<file path="src/rtl/breakout_pkg.sv">
// Shared breakout constants: field geometry, row masks, init FSM encoding
// and a popcount helper used when loading a level.
package breakout_pkg;

  localparam int BLOCKS_PER_ROW = 13;
  localparam int NUM_ROWS       = 16;
  localparam int FILLED_ROWS    = 8;

  localparam int ROW_W = 4;
  localparam int COL_W = 4;
  localparam int POP_W = 4;
  localparam int CNT_W = 8;

  localparam logic [BLOCKS_PER_ROW-1:0] ROW_MASK_FULL = 13'h1FFF;
  localparam logic [BLOCKS_PER_ROW-1:0] ROW_MASK_ALT  = 13'h0AAA;

  typedef enum logic {
    ST_IDLE = 1'b0,
    ST_INIT = 1'b1
  } init_state_t;

  function automatic logic [POP_W-1:0] popcount(input logic [BLOCKS_PER_ROW-1:0] m);
    logic [POP_W-1:0] pc;
    pc = '0;
    for (int i = 0; i < BLOCKS_PER_ROW; i++) begin
      pc = pc + {{(POP_W-1){1'b0}}, m[i]};
    end
    return pc;
  endfunction

endpackage

</file>
<file path="src/rtl/block_state_store_if.sv">
// Collision request/response handshake between the collision logic
// (master) and the block store (slave).
interface block_state_store_if;
  logic                        hit_valid;
  logic                        hit_ready;
  logic [breakout_pkg::ROW_W-1:0] hit_row;
  logic [breakout_pkg::COL_W-1:0] hit_col;
  logic                        hit_resp_valid;
  logic                        hit_resp_present;

  modport master (
    output hit_valid, hit_row, hit_col,
    input  hit_ready, hit_resp_valid, hit_resp_present
  );

  modport slave (
    input  hit_valid, hit_row, hit_col,
    output hit_ready, hit_resp_valid, hit_resp_present
  );
endinterface

</file>
<file path="src/rtl/block_row_pattern.sv">
// Level-load row pattern: mask and popcount for a given row index.
// BLOCK_STATE_PATTERN_EN selects the alternating pattern on odd rows.
module block_row_pattern
  import breakout_pkg::*;
(
  input  logic [ROW_W-1:0]          row,
  output logic [BLOCKS_PER_ROW-1:0] mask,
  output logic [POP_W-1:0]          pop
);

  always_comb begin
    mask = '0;
    if (int'(row) < FILLED_ROWS) begin
`ifdef BLOCK_STATE_PATTERN_EN
      mask = row[0] ? ROW_MASK_ALT : ROW_MASK_FULL;
`else
      mask = ROW_MASK_FULL;
`endif
    end
    pop = popcount(mask);
  end

endmodule

</file>
<file path="src/rtl/block_state_store.sv">
// Breakout block field store: painter row readout, collision hit/clear
// handshake and row-by-row level init. Optional macro: BLOCK_STATE_PATTERN_EN.
//
// state   | meaning
// ST_INIT | writing one row per cycle from the level pattern; hits blocked
// ST_IDLE | field stable; hit requests accepted
module block_state_store
  import breakout_pkg::*;
(
  input  logic                      clk,
  input  logic                      nRst,
  input  logic                      new_frame,
  input  logic                      go_next_line,
  output logic [BLOCKS_PER_ROW-1:0] block_line_state,
  input  logic                      level_load,
  output logic                      init_busy,
  block_state_store_if.slave        hit,
  output logic [CNT_W-1:0]          blocks_remaining,
  output logic                      all_cleared
);

  logic [BLOCKS_PER_ROW-1:0] rows [NUM_ROWS];
  init_state_t               state;
  logic [ROW_W-1:0]          init_row;
  logic [ROW_W-1:0]          row_ptr;
  logic [CNT_W-1:0]          count;

  logic [BLOCKS_PER_ROW-1:0] pat_mask;
  logic [POP_W-1:0]          pat_pop;

  logic                      accept;
  logic                      col_ok;
  logic [BLOCKS_PER_ROW-1:0] hit_word;
  logic                      hit_bit;

  block_row_pattern u_pattern (
    .row  (init_row),
    .mask (pat_mask),
    .pop  (pat_pop)
  );

  assign hit.hit_ready = (state == ST_IDLE) && !level_load;
  assign accept        = hit.hit_valid && hit.hit_ready;
  assign col_ok        = int'(hit.hit_col) < BLOCKS_PER_ROW;
  assign hit_word      = rows[hit.hit_row];
  // Out-of-field columns are gated before the bit select is used.
  assign hit_bit       = col_ok && hit_word[hit.hit_col];

  always_ff @(posedge clk or negedge nRst) begin
    if (!nRst) begin
      for (int r = 0; r < NUM_ROWS; r++) rows[r] <= '0;
      state                <= ST_INIT;
      init_row             <= '0;
      count                <= '0;
      hit.hit_resp_valid   <= 1'b0;
      hit.hit_resp_present <= 1'b0;
    end else begin
      hit.hit_resp_valid   <= accept;
      hit.hit_resp_present <= accept && hit_bit;
      if (level_load) begin
        state    <= ST_INIT;
        init_row <= '0;
        count    <= '0;
      end else begin
        case (state)
          ST_INIT: begin
            rows[init_row] <= pat_mask;
            count          <= count + {{(CNT_W-POP_W){1'b0}}, pat_pop};
            init_row       <= init_row + 1'b1;
            if (init_row == ROW_W'(NUM_ROWS - 1)) state <= ST_IDLE;
          end
          ST_IDLE: begin
            if (accept && hit_bit) begin
              rows[hit.hit_row][hit.hit_col] <= 1'b0;
              if (count != '0) count <= count - 1'b1;
            end
          end
          default: state <= ST_INIT;
        endcase
      end
    end
  end

  always_ff @(posedge clk or negedge nRst) begin
    if (!nRst) begin
      row_ptr <= '0;
    end else if (new_frame) begin
      row_ptr <= '0;
    end else if (go_next_line) begin
      row_ptr <= row_ptr + 1'b1;
    end
  end

  assign block_line_state = rows[row_ptr];
  assign init_busy        = (state == ST_INIT);
  assign blocks_remaining = count;
  assign all_cleared      = (count == '0) && (state == ST_IDLE);

endmodule

</file>
<file path="src/flat_wrapper.sv">
// flat-port wrapper written by rule: the top's interface ports become plain ports
module block_state_store_flat import breakout_pkg::*;
  (clk, nRst, new_frame, go_next_line, block_line_state, level_load, init_busy, blocks_remaining, all_cleared, hit_hit_valid, hit_hit_row, hit_hit_col, hit_hit_ready, hit_hit_resp_valid, hit_hit_resp_present);
  block_state_store_if hit_i ();
  input  logic clk;
  input  logic nRst;
  input  logic new_frame;
  input  logic go_next_line;
  output logic [BLOCKS_PER_ROW-1:0] block_line_state;
  input  logic level_load;
  output logic init_busy;
  output logic [CNT_W-1:0] blocks_remaining;
  output logic all_cleared;
  input wire logic [$bits(hit_i.hit_valid)-1:0] hit_hit_valid;
  input wire logic [$bits(hit_i.hit_row)-1:0] hit_hit_row;
  input wire logic [$bits(hit_i.hit_col)-1:0] hit_hit_col;
  output wire logic [$bits(hit_i.hit_ready)-1:0] hit_hit_ready;
  output wire logic [$bits(hit_i.hit_resp_valid)-1:0] hit_hit_resp_valid;
  output wire logic [$bits(hit_i.hit_resp_present)-1:0] hit_hit_resp_present;
  assign hit_i.hit_valid = hit_hit_valid;
  assign hit_i.hit_row = hit_hit_row;
  assign hit_i.hit_col = hit_hit_col;
  assign hit_hit_ready = hit_i.hit_ready;
  assign hit_hit_resp_valid = hit_i.hit_resp_valid;
  assign hit_hit_resp_present = hit_i.hit_resp_present;
  block_state_store u_core (.clk(clk), .nRst(nRst), .new_frame(new_frame), .go_next_line(go_next_line), .block_line_state(block_line_state), .level_load(level_load), .init_busy(init_busy), .hit(hit_i), .blocks_remaining(blocks_remaining), .all_cleared(all_cleared));
endmodule
</file>
<file path="config.mk">
export PLATFORM = sky130hd
export DESIGN_NAME = block_state_store_flat
export DESIGN_NICKNAME = d
export VERILOG_FILES = /design/src/rtl/breakout_pkg.sv /design/src/rtl/block_state_store_if.sv /design/src/rtl/block_row_pattern.sv /design/src/rtl/block_state_store.sv /design/src/flat_wrapper.sv
export SDC_FILE = /design/constraint.sdc
export NUM_CORES = 1
export LEC_CHECK = 0
export CAP_MARGIN = 10
export CORE_ASPECT_RATIO = 0.8
export CORE_UTILIZATION = 56
export CTS_CLUSTER_SIZE = 28
export DETAILED_ROUTE_END_ITERATION = 7
export GPL_TIMING_DRIVEN = 0
export PLACE_DENSITY = 0.85
export SLEW_MARGIN = 20
export SYNTH_ARGS = -nofsm -noshare
export SYNTH_HDL_FRONTEND = slang
export SYNTH_SLANG_ARGS = --single-unit
</file>
<file path="constraint.sdc">
create_clock -name clk -period 4.7 [get_ports clk]
set_clock_uncertainty 0.15 [all_clocks]
set_input_delay 0.94 -clock clk [delete_from_list [all_inputs] [get_ports clk]]
set_output_delay 0.94 -clock clk [all_outputs]
set_load 0.02 [all_outputs]
</file>
==> reports/results.txt <==
status - finished, final reports clean
share of cells above drive strength 1 - 18.0%
placed cells - 1493
cell breakdown of the critical path - clkbuf_2 -> clkdlybuf4s18_2 -> mux4_2 -> mux4_2 -> clkdlybuf4s50_1
Yosys warning total - 0
clk_lat worst skew - 0.54 ns
DR pass1 iterations - 5
CTS Buffer Depth - 3
leading area contributor after synthesis - dfrtp_1
Core Util, Final - 64.8%
Internal Power - 3.82 mW
syn_nets - 1174
pwr/cell area - 366 mW/mm2
H-tree lvl count - 1
Worst EP required - 3.61 ns
filler instances - 1677
relative slew slack - 45.3%
setup violators final - 0
IO Port Bufs - 35
clock group share of total power - 37.2%
Initial Util - 57.5%
min Tclk post-route - 4.63 ns
die width - 172 um
WP data arrival - 3.54 ns
compound-gate portion of the synthesized area - 19.7%
number of distinct library cells after synthesis - 57
main area contributors after synthesis - dfrtp_1, mux4_2, o21a_1
crit path max fanout - 10
largest family of logic cells by synthesized area - multiplexers
first-pass GRT wire length - 66800 um
Synth Instances - 1150
NumNets Final - 1237
Min-Delay Path Class - primary input to async pin
Leak - 6.06 nW
DR iter-0 viols - 1878
pins over their slew limit - 0
proportion of netlist area held by the largest area contributor - 43.5%
FFs w/ async S/R, synth - 100%
# IOs - 40
Avg Cell Area, Syn - 11.3 um2
most frequent CP cell - mux4_2
TritonCTS clock tree - done
unrepaired setup endpoints after global routing - false
largest stage delay on the critical path - 0.63 ns
xor/xnor cell area share of the yosys netlist - 0.539%
vias per inst - 7.18
initial antenna violation count - 1
via count - 11.0k
fmax - 216 MHz
grt total ovfl - 0
final WL - 43400 um
# DRC - 0
Main synth FF type - dfrtp_1
Logic pwr share - 18.0%
All-Layer GR Usage - 38.1%
critical-path cell with the highest stage delay - mux4_2
multiplexer share of the synthesized area - 20.6%
Finished Layout Cells - 1536
worst hold slack - 0.120 ns
CTS Buf Count - 24
sequential element share of the synthesized area - 43.7%
num rows - 49
Seq pwr share - 44.8%
largest net degree at the start of global routing - 101
number of flops mapped to enable cells by yosys - 0
routability cong. - 0.999
fin area - 0.0146 mm2
final period utilization - 98.5%
CP Capture Type - output pin
post-CTS setup buffers - 0
Sw Pwr - 1.54 mW
Sw Share - 28.8%
hpwl dp - 32500 um
worst slew pin tran - 0.815 ns
Peak VDD IR - 0.289 mV
n_diodes - 0
post-synthesis adder-cell area fraction - 0.962%
type of element launching the critical path - flop
cell area after placement - 0.0138 mm2
DIE HEIGHT - 138 um
number of global-route vias before repair - 10.8k
Max Cap Viol - 0
clk sinks - 227
Final Hold Fails - 0
Root Driver - clkbuf_16
Synth Area in Simple Gates - 10.1%
synthesized cell area - 0.0130 mm2
area of the die - 0.0238 mm2
Syn-to-layout area delta - 12.6%
Yosys reg bits - 227
Worst-path clk slew - 0.06 ns
Avg WL per Cell - 28.3 um
Final ANT Viol Nets - 0
WS Path Type - flop to output pin
core area - 0.0226 mm2
cells by family after synthesis:
kind of cell             count (synthesis)
XOR/XNOR                                 8
AND/OR/NAND/NOR                        280
adder cells (fa/ha/maj)                 10
multiplexers                           129
buffers and inverters                  129
AO/OA/AOI/OAI                          367
flip-flops                             227
state kept, by name, indices dropped and copies added (netlist names):
name                         count
u_core.blocks_remaining          8
u_core.row_ptr                   4
u_core.hit.hit_resp_present      1
u_core.init_row                  4
u_core.init_busy                 1
u_core.rows                    208
u_core.hit.hit_resp_valid        1
worst paths after layout:
check / startpoint / end / slack (ns) / cells after the start
worst max-delay path: u_core.row_ptr[0] / block_line_state[9] / 0.07 / 5
worst min-delay path: nRst / u_core.rows[27] / 0.12 / 1
worst max register to register: u_core.rows[19] / u_core.rows[45] / 0.95 / 10
worst min register to register: u_core.rows[120] / u_core.rows[120] / 0.36 / 1
max in group asynchronous: nRst / u_core.rows[203] / 3.47 / 2
min in group clk: u_core.rows[120] / u_core.rows[120] / 0.36 / 1
Yosys cell counts, types with 14 or more instances:
cell type / number
o21a_1: 91
nand3_1: 63
o31ai_1: 53
buf_2: 27
dfrtp_1: 226
nand2_1: 103
nor2_1: 45
mux2i_1: 14
a21o_1: 53
mux4_2: 111
a21oi_1: 112
nor2b_1: 19
clkbuf_1: 74
power by group through the flow:
stage	combinational, mW	clock [mW]	sequential [mW]
4_1_cts	0.942	1.99	2.38
3_3_place_gp	0.901	0	2.40
2_1_floorplan	0.659	0	2.34
6_report	0.963	1.99	2.40
5_1_grt	1.02	2.07	2.41
3_5_place_dp	0.938	0	2.41
repair_timing:
item | 4_1_cts | 5_1_grt
hold buffers | 0 | 0
gates cloned | 0 | 0
gates resized for setup | 10 | 8
setup endpoints to repair | 13 | 37
worst max-delay path, delay by kind of cell, from the launching register on:
family | cells | cell delay, ns
mux | 2 | 1.15
flops | 1 | 0.35
buf+inv | 3 | 1.50
final cells by class:
type / instances / area [um2] / area share, %
Tap cell: 306 / 383 / 2.61
Sequential cell: 227 / 5680 / 38.8
Inverter: 11 / 41.3 / 0.282
Clock inverter: 14 / 166 / 1.14
Multi-Input combinational cell: 794 / 6770 / 46.2
Clock buffer: 29 / 649 / 4.43
Timing Repair Buffer: 37 / 410 / 2.80
Buffer: 118 / 551 / 3.76
cells in the final DEF (no fill, tap or decap), types with 27 or more instances in the layout:
cell               n
o31ai_1           53
dfrtp_1          226
a21oi_1          112
nand2_1          103
clkdlybuf4s50_1   34
a21o_1            53
mux4_2           111
clkbuf_1          67
nor2_1            45
nand3_1           63
o21a_1            91
buf_2             27
layer usage:
metal,track usage (%),up-vias,wire length [um]
met3,14.9,123,7150
li1,-,4471,-
met1,55.9,5500,16700
met4,11.2,2,1450
met2,52.2,931,18100
met5,0,-,8
metrics by stage:
stage | setup TNS [ns] | power [mW] | setup WS (ns)
final | 0 | 5.36 | 0.0697
after global placement | -1601.61 | 3.30 | -7.03
after floorplan | 0 | 3.00 | 1.05
after detailed placement | -25.72 | 3.35 | -0.416
after global routing | 0 | 5.50 | 0.0107
after CTS | 0 | 5.32 | 0.0758
Power figures use the tool's default switching activity.
